==> config.mk <==
export PLATFORM = sky130hd
export DESIGN_NAME = adq_trig_record_capture
export DESIGN_NICKNAME = d
export VERILOG_FILES = /design/src/rtl/adq_trig_record_capture.sv
export SDC_FILE = /design/constraint.sdc
export NUM_CORES = 1
export LEC_CHECK = 0
export ABC_AREA = 1
export CAP_MARGIN = 20
export CORE_UTILIZATION = 52
export DETAILED_ROUTE_END_ITERATION = 7
export HOLD_SLACK_MARGIN = 0.06
export PLACE_DENSITY = 0.89
export SYNTH_ARGS = -nofsm -noshare
export SYNTH_HDL_FRONTEND = slang
export SYNTH_SLANG_ARGS = --single-unit
==> constraint.sdc <==
create_clock -name ac_clk1x -period 2.7 [get_ports ac_clk1x]
set_input_delay 0.405 -clock ac_clk1x [delete_from_list [all_inputs] [get_ports ac_clk1x]]
set_output_delay 0.405 -clock ac_clk1x [all_outputs]
set_load 0.02 [all_outputs]
==> src/rtl/adq_trig_record_capture.sv <==
// Triggered record capture for the AC ADC channel stream.
// A trigger edge on the 4-bit vector starts a fixed-length record after a
// programmable delay. Each record is followed by a holdoff gap before the
// next trigger can be accepted. Samples are registered once on the way out.
module adq_trig_record_capture #(
   parameter int NofBits = 16,
   parameter int CntBits = 16
) (
   input  logic               ac_clk1x,
   input  logic               rst_n_i,
   input  logic               arm_i,
   input  logic [CntBits-1:0] trig_delay_i,
   input  logic [CntBits-1:0] rec_len_i,
   input  logic [CntBits-1:0] holdoff_i,
   input  logic [CntBits-1:0] nof_records_i,
   input  logic [3:0]         trigger_vector_i,
   input  logic [NofBits-1:0] ac_data_a_i,
   input  logic [NofBits-1:0] ac_data_az_i,
   input  logic               ac_ovr_a_i,
   input  logic               ac_ovr_az_i,
   output logic [NofBits-1:0] data_a_o,
   output logic [NofBits-1:0] data_az_o,
   output logic               data_dry_o,
   output logic               rec_start_o,
   output logic               rec_end_o,
   output logic               ovr_o,
   output logic               trig_missed_o,
   output logic               busy_o,
   output logic               done_o,
   output logic [CntBits-1:0] rec_count_o
);

   typedef enum logic [2:0] {
      IDLE    = 3'd0,
      ARMED   = 3'd1,
      DELAY   = 3'd2,
      CAPTURE = 3'd3,
      HOLDOFF = 3'd4,
      DONE    = 3'd5
   } state_t;

   state_t             state_reg;
   logic [3:0]         trig_prev_reg;
   logic               arm_prev_reg;
   logic [CntBits-1:0] delay_cfg_reg;
   logic [CntBits-1:0] len_cfg_reg;
   logic [CntBits-1:0] holdoff_cfg_reg;
   logic [CntBits-1:0] nrec_cfg_reg;
   logic [CntBits-1:0] cnt_reg;
   logic [CntBits-1:0] rec_count_reg;
   logic               ovr_acc_reg;
   logic [NofBits-1:0] data_a_reg;
   logic [NofBits-1:0] data_az_reg;
   logic               data_dry_reg;
   logic               rec_start_reg;
   logic               rec_end_reg;
   logic               ovr_reg;
   logic               trig_missed_reg;
   logic               done_reg;

   logic               trig_event;
   logic               sample_ovr;
   logic               capt_first;
   logic               capt_last;
   logic [CntBits-1:0] count_next;
   logic               last_after_capt;
   logic               last_after_holdoff;

   // A trigger is the first non-zero vector after an all-zero one.
   assign trig_event = (trigger_vector_i != 4'd0) && (trig_prev_reg == 4'd0);
   assign sample_ovr = ac_ovr_a_i | ac_ovr_az_i;
   assign capt_first = (cnt_reg == CntBits'(1));
   assign capt_last  = (cnt_reg == len_cfg_reg);
   // Record counter saturates rather than wrapping in unlimited mode.
   assign count_next = (rec_count_reg == {CntBits{1'b1}}) ? rec_count_reg
                                                          : rec_count_reg + CntBits'(1);
   assign last_after_capt    = (nrec_cfg_reg != '0) && (count_next == nrec_cfg_reg);
   assign last_after_holdoff = (nrec_cfg_reg != '0) && (rec_count_reg == nrec_cfg_reg);

   // Edge-detect history for trigger vector and arm level, tracked in every state.
   always_ff @(posedge ac_clk1x or negedge rst_n_i) begin
      if (!rst_n_i) begin
         trig_prev_reg <= 4'd0;
         arm_prev_reg  <= 1'b0;
      end else begin
         trig_prev_reg <= trigger_vector_i;
         arm_prev_reg  <= arm_i;
      end
   end

   // Capture state machine with registered data and status outputs.
   always_ff @(posedge ac_clk1x or negedge rst_n_i) begin
      if (!rst_n_i) begin
         state_reg       <= IDLE;
         delay_cfg_reg   <= '0;
         len_cfg_reg     <= '0;
         holdoff_cfg_reg <= '0;
         nrec_cfg_reg    <= '0;
         cnt_reg         <= '0;
         rec_count_reg   <= '0;
         ovr_acc_reg     <= 1'b0;
         data_a_reg      <= '0;
         data_az_reg     <= '0;
         data_dry_reg    <= 1'b0;
         rec_start_reg   <= 1'b0;
         rec_end_reg     <= 1'b0;
         ovr_reg         <= 1'b0;
         trig_missed_reg <= 1'b0;
         done_reg        <= 1'b0;
      end else begin
         // Per-cycle pulses default low; only CAPTURE raises them.
         data_dry_reg  <= 1'b0;
         rec_start_reg <= 1'b0;
         rec_end_reg   <= 1'b0;
         ovr_reg       <= 1'b0;
         if (!arm_i) begin
            // Abort: partial records are dropped without an end pulse.
            state_reg <= IDLE;
            done_reg  <= 1'b0;
         end else begin
            case (state_reg)
               IDLE: begin
                  if (!arm_prev_reg) begin
                     delay_cfg_reg   <= trig_delay_i;
                     len_cfg_reg     <= (rec_len_i == '0) ? CntBits'(1) : rec_len_i;
                     holdoff_cfg_reg <= holdoff_i;
                     nrec_cfg_reg    <= nof_records_i;
                     rec_count_reg   <= '0;
                     trig_missed_reg <= 1'b0;
                     done_reg        <= 1'b0;
                     state_reg       <= ARMED;
                  end
               end
               ARMED: begin
                  if (trig_event) begin
                     cnt_reg   <= CntBits'(1);
                     state_reg <= (delay_cfg_reg == '0) ? CAPTURE : DELAY;
                  end
               end
               DELAY: begin
                  if (trig_event) trig_missed_reg <= 1'b1;
                  if (cnt_reg == delay_cfg_reg) begin
                     cnt_reg   <= CntBits'(1);
                     state_reg <= CAPTURE;
                  end else begin
                     cnt_reg <= cnt_reg + CntBits'(1);
                  end
               end
               CAPTURE: begin
                  if (trig_event) trig_missed_reg <= 1'b1;
                  data_dry_reg  <= 1'b1;
                  data_a_reg    <= ac_data_a_i;
                  data_az_reg   <= ac_data_az_i;
                  rec_start_reg <= capt_first;
                  ovr_acc_reg   <= (capt_first ? 1'b0 : ovr_acc_reg) | sample_ovr;
                  if (capt_last) begin
                     rec_end_reg   <= 1'b1;
                     ovr_reg       <= (capt_first ? 1'b0 : ovr_acc_reg) | sample_ovr;
                     rec_count_reg <= count_next;
                     cnt_reg       <= CntBits'(1);
                     if (holdoff_cfg_reg != '0) begin
                        state_reg <= HOLDOFF;
                     end else if (last_after_capt) begin
                        state_reg <= DONE;
                        done_reg  <= 1'b1;
                     end else begin
                        state_reg <= ARMED;
                     end
                  end else begin
                     cnt_reg <= cnt_reg + CntBits'(1);
                  end
               end
               HOLDOFF: begin
                  if (trig_event) trig_missed_reg <= 1'b1;
                  if (cnt_reg == holdoff_cfg_reg) begin
                     if (last_after_holdoff) begin
                        state_reg <= DONE;
                        done_reg  <= 1'b1;
                     end else begin
                        state_reg <= ARMED;
                     end
                  end else begin
                     cnt_reg <= cnt_reg + CntBits'(1);
                  end
               end
               DONE: begin
                  done_reg <= 1'b1;
               end
               default: begin
                  state_reg <= IDLE;
               end
            endcase
         end
      end
   end

   assign data_a_o      = data_a_reg;
   assign data_az_o     = data_az_reg;
   assign data_dry_o    = data_dry_reg;
   assign rec_start_o   = rec_start_reg;
   assign rec_end_o     = rec_end_reg;
   assign ovr_o         = ovr_reg;
   assign trig_missed_o = trig_missed_reg;
   assign busy_o        = (state_reg != IDLE) && (state_reg != DONE);
   assign done_o        = done_reg;
   assign rec_count_o   = rec_count_reg;

endmodule
==> results.json <==
{
  "io_buffer_count": 159,
  "period_needed_ns": 2.49,
  "grt.total_usage_pct": 29.5,
  "route.detailed.drc": 15,
  "rsz0062_at_grt": "false",
  "num_vias": 7347,
  "drtIter0Drc": 635,
  "p_total_mw": 9.63,
  "cts.sink_count": 143,
  "cts_root_buffer": "clkbuf_16",
  "critPathCaptureType": "output port",
  "critical-path-top-delay-family": "buffers and inverters",
  "crit_buf_inv": 2,
  "grt_pass1_vias": 7544,
  "grt-ovfl-total": 0,
  "critical_path_peak_fanout": 4,
  "htree_levels": 4,
  "yosysSeqAreaShare_pct": 45.6,
  "syn_inst": 1023,
  "p_switching_mw": 3.69,
  "synth_edf_count": 0,
  "numCtsBuffers": 17,
  "hp-class": "input pin to register",
  "syn-cell-area_sq_um": 7840,
  "avgSynthCellArea_sq_um": 7.67,
  "num-fill-cells": 1165,
  "final_util_pct": 70.0,
  "grt_max_degree": 69,
  "slew_headroom_pct": 58.8,
  "cp.arrival_ns": 2.09,
  "tns_ns": 0,
  "violations": "design-rule violations",
  "status": "complete, but fails checks",
  "yosys_warnings": 0,
  "antenna_found_initial": 0,
  "clk-insertion-delay-late_ns": 0.42,
  "hold_viol_final": 0,
  "critPathLaunchType": "register",
  "num_antenna_cells": 0,
  "drv_cap": 0,
  "dieHeight_um": 125,
  "wl_per_cell_um": 15.5,
  "max_stage_delay_ns": 0.59,
  "pwr-share-comb_pct": 38.7,
  "via_per_inst": 5.30,
  "pin_count": 160,
  "r2r_slack_ns": 0.36,
  "drive_gt1_share_pct": 8.15,
  "leakage_nw": 4.79,
  "timing.fmax_mhz": 401,
  "cp.depth": 5,
  "place.gp.congestion": 0.974,
  "final_common_cell": "nand2_1",
  "core_sq_um": 14600,
  "worst_path_max_delay_cell": "clkdlybuf4s50_1",
  "num_rows": 44,
  "cts_tree": "yes",
  "setup_viol": 0,
  "syn_to_final_growth_pct": 30.6,
  "drtAntennaViolNets": 0,
  "power_frac_seq_pct": 36.4,
  "fin_skew_ns": 0.00753,
  "grt_first_pass_wirelength_um": 36300,
  "cp_common_cell": "nor2_1",
  "period_share_pct": 92.4,
  "final_cell_mix": "nand2_1 (358), clkdlybuf4s50_1 (158), dfrtp_1 (141)",
  "synth_cell_type_count": 46,
  "postCtsSetupRepairBufs": 0,
  "p_sw_share_pct": 38.3,
  "final-max-slew-violation-count": 0,
  "first_pass_iters": 8,
  "ys_seq_elements": 143,
  "dp.final_hpwl_um": 16000,
  "initial_core_util_pct": 53.6,
  "cts.reportedPaths.clkPinSlew_ns": 0.06,
  "worstMarginPinSlew_ns": 0.618,
  "internal_power_mw": 5.94,
  "pwr-share-clk_pct": 24.9,
  "ir_drop_uv": 540,
  "clockBufferDepth": 2,
  "min_path_cells": 1,
  "path_class": "register to output port",
  "die_x_um": 125,
  "dpl_cell_area_sq_um": 9630,
  "yosys_most_used_dff": "dfrtp_1",
  "r2r_cells": 18,
  "power_density_nw_per_um2": 940,
  "syn_nets": 1131,
  "dieArea_sq_um": 15600,
  "crit_chain": "nor2_1 > inv_1 > nor2_1 > nor2_1 > clkdlybuf4s50_1",
  "required_ns": 2.30,
  "final_cell_area_sq_um": 10200,
  "final_nets": 1297,
  "wl_um": 21500,
  "async_reset_ff_share_pct": 100
}
cells in the mapped netlist, types with 2 or more instances:
| cell | count | area [sq um] |
|---|---|---|
| nand3_1 | 52 | 260 |
| dfrtp_1 | 143 | 3580 |
| inv_1 | 96 | 360 |
| ha_1 | 3 | 37.5 |
| o21ai_1 | 2 | 10.0 |
| o22ai_1 | 4 | 25.0 |
| xor2_1 | 21 | 184 |
| nor2_4 | 4 | 45.0 |
| o31ai_1 | 4 | 30.0 |
| o211ai_1 | 4 | 30.0 |
| nand2_1 | 358 | 1340 |
| nor2_1 | 73 | 274 |
| nand2_4 | 2 | 22.5 |
| nor3_1 | 8 | 40.0 |
| clkbuf_1 | 9 | 33.8 |
| a21oi_1 | 14 | 70.1 |
| nor2_2 | 2 | 12.5 |
| nand2_2 | 17 | 106 |
| buf_6 | 7 | 78.8 |
| nor4_1 | 15 | 93.8 |
| xnor2_1 | 37 | 324 |
| buf_2 | 12 | 60.1 |
| or2_2 | 2 | 12.5 |
| o21ai_0 | 68 | 340 |
| inv_2 | 7 | 26.3 |
| nand3b_1 | 4 | 30.0 |
| o21bai_1 | 2 | 15.0 |
| buf_4 | 6 | 45.0 |
| nand4_1 | 30 | 188 |
cells by family (layout without fill, tap and decap cells):
family                   after synthesis  in the layout  synth area share (%)
XOR/XNOR                              58             58                  6.48
flip-flops                           143            143                  45.6
AND/OR/NAND/NOR                      573            573                  31.8
buffers and inverters                143            322                  8.46
adder cells (fa/ha/maj)                3              3                 0.479
AO/OA/AOI/OAI                        103            103                  7.13
final timing paths:
check                                         start               end
worst min register to register          data_a_o[9]       data_a_o[9]
worst max register to register       rec_count_o[1]            done_o
worst max-delay path                   state_reg[0]            busy_o
min in group asynchronous                   rst_n_i    rec_count_o[4]
max in group asynchronous                   rst_n_i        cnt_reg[4]
worst min-delay path            trigger_vector_i[3]  trig_prev_reg[3]
metrics by stage:
step | cells | worst slack [ns] | hold WS (ns)
after floorplan | 1023 | 0.511 | 0.109
after global placement | 1353 | 0.410 | 0.354
after detailed placement | 1353 | 0.310 | 0.355
after CTS | 1386 | 0.206 | 0.440
after global routing | 1386 | 0.00918 | 0.442
final | 1386 | 0.206 | 0.451
routing by layer:
| layer | global-route usage (%) | routed length, um | part of all wire (%) |
|---|---|---|---|
| met5 | 0 | 0 | 0 |
| met1 | 35.4 | 8790 | 41 |
| met3 | 5.93 | 1140 | 5.3 |
| met2 | 50.9 | 10800 | 50 |
| met4 | 13.9 | 773 | 3.6 |
timing repair:
action / CTS / global route
endpoints found under the hold margin: 43 / 0
hold buffers: 1 / 0
endpoints found under the setup margin: 0 / 2
resized for setup: 0 / 2
power groups by stage:
stage                     Combinational (mW)  Clock (mW)  Sequential [mW]
final                                   3.72        2.40             3.51
after global routing                    4.15        2.53             3.59
after CTS                               3.72        2.43             3.50
after detailed placement                3.68           0             3.52
after global placement                  3.57           0             3.50
after floorplan                         2.20           0             3.62
final cells by class:
cell class | count | area, sq um | share of cell area, %
sequential | 143 | 3580 | 35.0
clock inverter | 12 | 159 | 1.55
tap | 184 | 230 | 2.25
inverter | 106 | 405 | 3.96
multi-input combinational | 737 | 3600 | 35.2
timing repair buffer | 184 | 1820 | 17.8
clock buffer | 20 | 447 | 4.36
Power figures use the tool's default switching activity.
